## config.mk

```make
export PLATFORM = sky130hd
export DESIGN_NAME = gray_seq_ctrl_flat
export DESIGN_NICKNAME = d
export VERILOG_FILES = /design/src/rtl/gray_pkg.sv /design/src/rtl/gray_seq_ctrl_if.sv /design/src/rtl/gray_cnt_core.sv /design/src/rtl/gray_seq_ctrl.sv /design/src/flat_wrapper.sv
export SDC_FILE = /design/constraint.sdc
export NUM_CORES = 1
export LEC_CHECK = 0
export BUFFER_PORTS_ARGS = -buffer_cell sky130_fd_sc_hd__buf_2
export CAP_MARGIN = 15
export CORE_UTILIZATION = 45
export DETAILED_ROUTE_END_ITERATION = 8
export HOLD_SLACK_MARGIN = 0.03
export PLACE_DENSITY = 0.67
export SETUP_SLACK_MARGIN = 0.15
export SKIP_LAST_GASP = 1
export SYNTH_ARGS = -nofsm -noshare
export SYNTH_HDL_FRONTEND = slang
export SYNTH_SLANG_ARGS = --single-unit
```

## constraint.sdc

```tcl
create_clock -name clk -period 1.8 [get_ports clk]
set_clock_uncertainty 0.1 [all_clocks]
set_input_delay 0.09 -clock clk [delete_from_list [all_inputs] [get_ports clk]]
set_output_delay 0.09 -clock clk [all_outputs]
set_load 0.05 [all_outputs]
```

## src/rtl/gray_pkg.sv

```systemverilog
// rtl/gray_pkg.sv - shared state encoding, default widths and Gray conversion
// for the Gray sequencer.
package gray_pkg;

  localparam int W_DEF  = 4;
  localparam int SW_DEF = 8;

  typedef enum logic [1:0] {
    IDLE = 2'd0,
    RUN  = 2'd1,
    FIN  = 2'd2
  } state_t;

  // Callers size the argument and result to their own width.
  function automatic logic [31:0] bin2gray(input logic [31:0] b);
    return b ^ (b >> 1);
  endfunction

endpackage

```

## src/rtl/gray_seq_ctrl_if.sv

```systemverilog
// rtl/gray_seq_ctrl_if.sv - requester-facing run handshake, run control and
// Gray position signals of the sequencer.
interface gray_seq_ctrl_if
  import gray_pkg::*;
#(
  parameter int W  = W_DEF,
  parameter int SW = SW_DEF
);

  logic          req;
  logic [SW-1:0] steps;
  logic          dir;
  logic          hold;
  logic          abort;
  logic          ack;
  logic          busy;
  logic          done;
  logic [W-1:0]  qn;
  logic          err;

  modport master (
    output req, steps, dir, hold, abort,
    input  ack, busy, done, qn, err
  );

  modport slave (
    input  req, steps, dir, hold, abort,
    output ack, busy, done, qn, err
  );

endinterface

```

## src/rtl/gray_cnt_core.sv

```systemverilog
// rtl/gray_cnt_core.sv - W-bit binary counter with step/direction enable and a
// registered Gray-code output updated on the step edge itself.
module gray_cnt_core
  import gray_pkg::*;
#(
  parameter int W = W_DEF
) (
  input  logic         clk,
  input  logic         rst_n,
  input  logic         step,
  input  logic         dir,
  output logic [W-1:0] qn
);

  logic [W-1:0] bin;
  logic [W-1:0] bin_nxt;

  always_comb begin
    bin_nxt = dir ? (bin + W'(1)) : (bin - W'(1));
  end

  // qn takes the Gray code of the new value, so no XOR sits after the flops.
  always_ff @(posedge clk or negedge rst_n) begin
    if (!rst_n) begin
      bin <= '0;
      qn  <= '0;
    end else if (step) begin
      bin <= bin_nxt;
      qn  <= W'(bin2gray(32'(bin_nxt)));
    end
  end

endmodule

```

## src/rtl/gray_seq_ctrl.sv

```systemverilog
// rtl/gray_seq_ctrl.sv - run-command FSM, handshake and remaining-step counter
// around gray_cnt_core; optional QN step checker under GRAY_SEQ_ERRCHK_EN.
module gray_seq_ctrl
  import gray_pkg::*;
#(
  parameter int W  = W_DEF,
  parameter int SW = SW_DEF
) (
  input  logic            clk,
  input  logic            rst_n,
  gray_seq_ctrl_if.slave  bus
);

  state_t        state;
  state_t        state_nxt;
  logic [SW-1:0] remaining;
  logic [SW-1:0] remaining_nxt;
  logic          dir_q;
  logic          dir_nxt;
  logic          ack_q;
  logic          ack_nxt;
  logic          step;
  logic [W-1:0]  qn_core;

  always_ff @(posedge clk or negedge rst_n) begin
    if (!rst_n) begin
      state     <= IDLE;
      remaining <= '0;
      dir_q     <= 1'b0;
      ack_q     <= 1'b0;
    end else begin
      state     <= state_nxt;
      remaining <= remaining_nxt;
      dir_q     <= dir_nxt;
      ack_q     <= ack_nxt;
    end
  end

  always_comb begin
    state_nxt     = state;
    remaining_nxt = remaining;
    dir_nxt       = dir_q;
    ack_nxt       = 1'b0;
    step          = 1'b0;
    case (state)
      IDLE: begin
        if (bus.req) begin
          ack_nxt       = 1'b1;
          remaining_nxt = bus.steps;
          dir_nxt       = bus.dir;
          state_nxt     = (bus.steps != '0) ? RUN : FIN;
        end
      end
      RUN: begin
        // Abort outranks both hold and the final step.
        if (bus.abort) begin
          state_nxt = IDLE;
        end else if (!bus.hold) begin
          step          = 1'b1;
          remaining_nxt = remaining - SW'(1);
          if (remaining == SW'(1)) begin
            state_nxt = FIN;
          end
        end
      end
      FIN: begin
        state_nxt = IDLE;
      end
      default: begin
        state_nxt = IDLE;
      end
    endcase
  end

  gray_cnt_core #(
    .W (W)
  ) u_core (
    .clk   (clk),
    .rst_n (rst_n),
    .step  (step),
    .dir   (dir_q),
    .qn    (qn_core)
  );

  assign bus.ack  = ack_q;
  assign bus.busy = (state == RUN);
  assign bus.done = (state == FIN);
  assign bus.qn   = qn_core;

`ifdef GRAY_SEQ_ERRCHK_EN
  logic [W-1:0] qn_prev;
  logic         err_q;

  // Any change of the visible position must flip exactly one bit.
  always_ff @(posedge clk or negedge rst_n) begin
    if (!rst_n) begin
      qn_prev <= '0;
      err_q   <= 1'b0;
    end else begin
      qn_prev <= bus.qn;
      if ($countones(bus.qn ^ qn_prev) > 1) begin
        err_q <= 1'b1;
      end
    end
  end

  assign bus.err = err_q;
`else
  assign bus.err = 1'b0;
`endif

endmodule
```

## src/flat_wrapper.sv

```systemverilog
// flat-port wrapper written by rule: the top's interface ports become plain ports
module gray_seq_ctrl_flat import gray_pkg::*;
#(
  parameter int W  = W_DEF,
  parameter int SW = SW_DEF
)
  (clk, rst_n, bus_req, bus_steps, bus_dir, bus_hold, bus_abort, bus_ack, bus_busy, bus_done, bus_qn, bus_err);
  gray_seq_ctrl_if #(.W(W), .SW(SW)) bus_i ();
  input  logic clk;
  input  logic rst_n;
  input wire logic [$bits(bus_i.req)-1:0] bus_req;
  input wire logic [$bits(bus_i.steps)-1:0] bus_steps;
  input wire logic [$bits(bus_i.dir)-1:0] bus_dir;
  input wire logic [$bits(bus_i.hold)-1:0] bus_hold;
  input wire logic [$bits(bus_i.abort)-1:0] bus_abort;
  output wire logic [$bits(bus_i.ack)-1:0] bus_ack;
  output wire logic [$bits(bus_i.busy)-1:0] bus_busy;
  output wire logic [$bits(bus_i.done)-1:0] bus_done;
  output wire logic [$bits(bus_i.qn)-1:0] bus_qn;
  output wire logic [$bits(bus_i.err)-1:0] bus_err;
  assign bus_i.req = bus_req;
  assign bus_i.steps = bus_steps;
  assign bus_i.dir = bus_dir;
  assign bus_i.hold = bus_hold;
  assign bus_i.abort = bus_abort;
  assign bus_ack = bus_i.ack;
  assign bus_busy = bus_i.busy;
  assign bus_done = bus_i.done;
  assign bus_qn = bus_i.qn;
  assign bus_err = bus_i.err;
  gray_seq_ctrl #(.W(W), .SW(SW)) u_core (.clk(clk), .rst_n(rst_n), .bus(bus_i));
endmodule
```

### Yosys cells after proc, flatten, opt, wreduce, memory -nomap -nowiden

Cells that the tools add are included.

| word-level totals | value |
|---|---|
| memories kept | 0 |
| memory bits (writable) | 0 |
| word-level logic and storage cells | 40 |
| output and inout bits | 8 |
| bits in latches | 0 |
| memory bits (read-only) | 0 |
| flip-flop bits (word level) | 20 |

| cells by class | value |
|---|---|
| equality and inequality tests | 8 |
| bitwise gates (word level) | 1 |
| reduce and logical (&&, ||, !) cells | 6 |
| shifts and indexed selects | 0 |
| multiply operators | 0 |
| div/mod/pow operators | 0 |
| multiplexer cells | 16 |
| $lt $le $gt $ge | 0 |
| $add $sub $neg | 3 |

Operator list:

| operator | count |
|---|---|
| 8-bit two-way mux | 3 |
| 8-bit case mux with 2 select lines | 1 |
| 2-bit two-way mux | 5 |
| 8-bit by 1-bit equality test with 1-bit output, second input constant | 1 |
| 8-bit nonzero test | 1 |
| 8-bit by 1-bit subtractor with 8-bit output, second input constant | 1 |
| 2-bit != test, second input constant | 3 |
| 1-bit two-way mux | 5 |
| 4-bit by 1-bit adder with 4-bit output, second input constant | 1 |
| 4-bit two-way mux | 1 |
| 2-bit case mux with 2 select lines | 1 |
| 4-bit AND reduction | 1 |
| 4-bit by 1-bit subtractor with 4-bit output, second input constant | 1 |
| 4-bit by 3-bit bitwise XOR with 4-bit output | 1 |
| 3-bit by 2-bit != test with 1-bit output, second input constant | 1 |
| 3-bit != test, second input constant | 1 |
| 3-bit AND reduction | 1 |
| 2-bit by 1-bit equality test with 1-bit output, second input constant | 1 |
| 2-bit equality test, second input constant | 1 |
| 2-bit logical NOT | 1 |
| 2-bit AND reduction | 1 |
| 2-bit nonzero test | 1 |

### Logic depth before layout (Yosys ltp)

| depth | value |
|---|---|
| word-level depth | 5 |
| gate-level depth with buffers | 6 |
| depth with buffers taken out | 6 |

### Hierarchy

Synthesis repeated with hierarchy kept, for this count alone.

| second synthesis, totals | value |
|---|---|
| cell total of the unflattened synthesis | 118 |
| area total of the unflattened synthesis | 1,196.1 um^2 |

By module, submodules not included:

| module | cells each | times used | area each (um^2) |
|---|---|---|---|
| gray_seq_ctrl | 82 | 1 | 799.5 |
| gray_cnt_core | 36 | 1 | 396.6 |

### Worst setup path before layout

Ideal clock, no wire load.

| timing path | value |
|---|---|
| path type | flip-flop to flip-flop |
| from | register u_core.u_core.bin[0] |
| to | register u_core.u_core.qn[2] |
| buffers on the path | 0 |
| cell stages (with the launch flop) | 7 |
| period minus slack after synthesis | 1.843 ns |
| slack | -0.043 ns |
| required time | 1.575 ns |
| setup time | 0.125 ns |
| arrival time | 1.619 ns |
| path through | dfrtp_1 -> inv_1 -> fa_1 -> xor2_1 -> xnor2_1 -> xnor2_1 -> mux2_2 |

| between the ends | value |
|---|---|
| cells in the longest elaborated chain, start to end | 3 |
| elaborated cells on any way between the ends | 4 |
| those cells by class | add/sub: 2; mux: 1; bitwise: 1 |

Ends and longest elaborated chain:

| item | line | text |
|---|---|---|
| start: declaration | gray_cnt_core.sv:15 | `logic [W-1:0] bin;` |
| start signal: assignment | gray_cnt_core.sv:28 | `bin <= bin_nxt;` |
| 4-bit by 1-bit subtractor with 4-bit output or 4-bit by 1-bit adder with 4-bit output (tied branches) | gray_cnt_core.sv:19 | `bin_nxt = dir ? (bin + W'(1)) : (bin - W'(1));` |
| 4-bit two-way mux * | gray_cnt_core.sv:19 |  |
| 4-bit by 3-bit bitwise XOR with 4-bit output * | gray_pkg.sv:16 | `return b ^ (b >> 1);` |
| end signal: assignment | gray_cnt_core.sv:29 | `qn <= W'(bin2gray(32'(bin_nxt)));` |
| end: declaration | gray_cnt_core.sv:12 | `output logic [W-1:0] qn` |

Mark *: on every way between the ends. The rest lies on a longest branch, timed or not.
A chain may end at the register's enable or synchronous reset.

### Final worst setup path

| timing path | value |
|---|---|
| from | register u_core.u_core.bin[1] |
| to | register u_core.u_core.qn[2] |

The elaborated chain is that of the path after synthesis.

==> summary.txt <==
Route
  • First-pass detailed-route iteration total: 5
  • First DRT Iteration DRCs: 34
  • Top sig layer: met4
  • Number of vias after detailed routing: 1004
  • Number of nets with antenna violations after routing: 0
  • Sum of met3 wire segment lengths after detailed routing: 122 µm
  • Mean routed wirelength per cell: 14.5 µm
  • Vias per cell: 5.43
  • Final wirelength: 2690 µm
  • Amount of wire on met2 after detailed routing: 1310 µm
  • Met1 WL: 1220 µm
  • DRC Markers: 0

STA
  • Fmax achieved: 0.570 GHz
  • Min cycle time layout: 1.76 ns
  • Pins Over Slew Limit: 0
  • Setup slack of the critical path after layout: 0.0447 ns
  • Setup repair after global routing missed its margin: true
  • Final Hold Violating Endpoints: 0
  • Final Cycle Share: 97.5%
  • Post-route setup TNS: 0 ns
  • Setup violations, final: 0

Yosys
  • Yosys top cell by area: sky130_fd_sc_hd__dfrtp_1
  • Avg Cell Area, Syn: 9.37 µm²
  • Leading cell type by number of instances after synthesis: sky130_fd_sc_hd__dfrtp_1
  • Share of flip-flops with an asynchronous set or reset: 100%
  • Post-synthesis mux area share: 1.01%
  • Xor and xnor area share after synthesis: 6.29%
  • Share of Yosys cell area claimed by the top area cell type: 42.6%
  • Synthesis Warnings: 0
  • Synth Area in Simple Gates: 19.3%
  • Count of flip-flops with a built-in enable after synthesis: 0
  • Synth Instances: 119
  • Compound-Gate Fraction of Synth Area: 18.3%
  • Synth cell types: 39
  • Most frequent cells after synthesis: sky130_fd_sc_hd__dfrtp_1 (19), sky130_fd_sc_hd__nor2_1 (12), sky130_fd_sc_hd__a21oi_1 (9), sky130_fd_sc_hd__o21ai_0 (8)
  • Largest cells by area after synthesis: sky130_fd_sc_hd__dfrtp_1 (43%), sky130_fd_sc_hd__xnor2_1 (5.5%), sky130_fd_sc_hd__ha_1 (4.5%), sky130_fd_sc_hd__a21oi_1 (4.0%), sky130_fd_sc_hd__nor2_1 (4.0%)
  • Netlist area before placement: 0.00111 mm²
  • Sequential area share after synthesis: 42.6%
  • Largest family of logic cells by synthesized area: simple AND/OR/NAND/NOR gates
  • Predominant post-synthesis flop cell: sky130_fd_sc_hd__dfrtp_1
  • Number of storage elements in the synthesis netlist: 19
  • Adder and majority cell fraction of the synthesized area: 6.29%
  • Synthesized netlist net count: 138

Clock tree
  • Clock buffer depth: 2
  • Clock buffer count from CTS: 3
  • H-tree lvl count: 1
  • Clk_lat worst skew: 0.31 ns
  • Clock root buffer: sky130_fd_sc_hd__clkbuf_4
  • TritonCTS sink count: 19
  • CTS tree: built
  • Clock slew seen by the registers of the worst setup and hold paths: 0.11 ns

Global routing
  • Vias in the first global route: 943
  • Global Route Usage Sum: 22.8%
  • GRT Residual Overflow: 0
  • Global-route wire length before repair: 4300 µm
  • Initial antenna violation count: 0
  • Pin count of the biggest net entering global routing: 20

Setup path
  • Kind of critical path: register to register
  • Nature of the critical path endpoint: register
  • FF-to-FF End: u_core.u_core.qn[2]
  • Worst-path maximum fanout: 2
  • Kind of launch point of the worst setup path: register
  • Arrival time reported for the critical path endpoint: 1.86 ns
  • Reg-to-reg startpoint: u_core.u_core.bin[1]
  • Number of cells on the worst reg-to-reg path: 6
  • Setup slack of the worst register-to-register path: 0.04 ns
  • Required arrival time at the worst endpoint: 1.90 ns

Pwr
  • Cell area power density: 1660 mW/mm²
  • Peak ir drop on the vdd network: 1.34 mV
  • Total leakage power: 0.654 nW

Cells and area
  • Antenna diode count: 0
  • Final-stage net count: 177
  • Share of final-layout standard cells stronger than drive strength 1: 33.1%
  • Synthesis-to-layout area growth: 35.0%

Place
  • Placed wire-length estimate: 1790 µm
  • Placement Setup Slack: 0.00231 ns
  • Final RePlAce weighted congestion: 0.814
  • PortBufs: 20

Floorplan
  • Starting density of the core: 49.0%
  • Area enclosed by the die boundary: 0.00268 mm²
  • Io pins: 22
  • Area of the placeable core: 0.00228 mm²
  • Number of placement rows: 17
  • Die width: 51.8 µm
  • Die Ht: 51.8 µm

Outcome
  • Run status: finished, final reports clean

Flow run
  • Count of maximum capacitance violations: 0

Hold path
  • Worst hold path class: input pin to asynchronous set/reset pin
-- layout make-up --
cell class / count / area, µm²
fill: 173 / 771
multi-input combinational: 88 / 661
sequential: 19 / 475
timing repair buffer: 40 / 280
tap: 28 / 35.0
inverter: 6 / 26.3
clock buffer: 3 / 22.5
clock inverter: 1 / 5.00
-- kinds of logic (layout without fill, tap and decap cells) --
logic type	after synthesis	after routing
AOI/OAI and AO/OA	35	35
xor gates and xnor gates	8	8
adders and majority gates	5	5
buffers and inverters	12	50
DFF	19	19
muxes	1	1
other	1	1
and+or+nand+nor	38	38
-- layout by cell type (no fill, tap or decap), types with 2 or more instances in the layout --
master | synthesis | final
sky130_fd_sc_hd__a21oi_1 | 9 | 7
sky130_fd_sc_hd__a21oi_2 | 0 | 2
sky130_fd_sc_hd__a22oi_1 | 3 | 3
sky130_fd_sc_hd__buf_2 | 1 | 20
sky130_fd_sc_hd__buf_4 | 3 | 8
sky130_fd_sc_hd__clkbuf_4 | 0 | 3
sky130_fd_sc_hd__dfrtp_1 | 19 | 19
sky130_fd_sc_hd__dlygate4sd3_1 | 0 | 12
sky130_fd_sc_hd__ha_1 | 4 | 2
sky130_fd_sc_hd__ha_4 | 0 | 2
sky130_fd_sc_hd__inv_1 | 6 | 3
sky130_fd_sc_hd__inv_2 | 0 | 2
sky130_fd_sc_hd__nand2_1 | 6 | 6
sky130_fd_sc_hd__nor2_1 | 12 | 12
sky130_fd_sc_hd__nor3_1 | 3 | 2
sky130_fd_sc_hd__nor4_1 | 3 | 3
sky130_fd_sc_hd__o21ai_0 | 8 | 7
sky130_fd_sc_hd__o21ai_1 | 7 | 7
sky130_fd_sc_hd__xnor2_1 | 7 | 6
-- timing repair --
item | in CTS | in global routing
setup buffers | 2 | 0
setup endpoints to repair | 2 | 8
pin swaps | 4 | 1
gates resized for setup | 6 | 10
hold endpoints to repair | 28 | 0
hold buffers | 12 | 0
-- flip-flops by register name, indices dropped and copies added, names as in the netlist --
| signal | cells |
|---|---|
| u_core.u_core.bin | 3 |
| u_core.dir_q | 1 |
| u_core.state | 2 |
| u_core.bus.ack | 1 |
| u_core.remaining | 8 |
| u_core.u_core.qn | 4 |
-- critical path: stages, from the launching register on --
cell	delay, ns
sky130_fd_sc_hd__dfrtp_1	0.40
sky130_fd_sc_hd__inv_2	0.05
sky130_fd_sc_hd__fa_2	0.40
sky130_fd_sc_hd__xor2_2	0.17
sky130_fd_sc_hd__xnor2_2	0.14
sky130_fd_sc_hd__xnor2_1	0.13
sky130_fd_sc_hd__mux2_2	0.26
-- report_power, final --
group	internal (mW)	switching, mW	total [mW]	leakage, nW
clock network	0.0830	0.143	0.226	0.0177
registers	0.599	0.158	0.757	0.231
logic	0.698	0.815	1.51	0.405
-- worst max path at each step --
stage,start,to,slack (ns),cells past startpoint
after floorplan,u_core.u_core.bin[0],u_core.u_core.qn[2],0.04,6
after global routing,u_core.u_core.bin[1],u_core.u_core.qn[2],0.007,6
after CTS,u_core.u_core.bin[1],u_core.u_core.qn[2],0.07,6
after detailed placement,u_core.u_core.bin[0],u_core.u_core.qn[2],0.002,6
after global placement,u_core.u_core.bin[0],u_core.u_core.qn[2],0.05,6
final,u_core.u_core.bin[1],u_core.u_core.qn[2],0.04,6
-- metrics by stage --
step	std cells	hold slack [ns]	utilization (%)	instance area [µm²]	power (mW)
4_1_cts	185	0.119	63.7	1450	2.33
5_1_grt	185	0.134	66.1	1510	2.67
3_3_place_gp	167	-0.0430	55.6	1270	1.93
3_5_place_dp	167	-0.0404	55.6	1270	1.96
6_report	185	0.132	66.1	1510	2.50
2_1_floorplan	119	-0.306	-	1130	1.70
-- metal layers --
| metal | vias to the layer above | track usage, % |
|---|---|---|
| met4 | 0 | 10.4 |
| met1 | 472 | 30.2 |
| li1 | 493 | - |
| met2 | 34 | 36.4 |
| met3 | 5 | 3.80 |
| met5 | - | 0 |
Power figures use the tool's default switching activity.
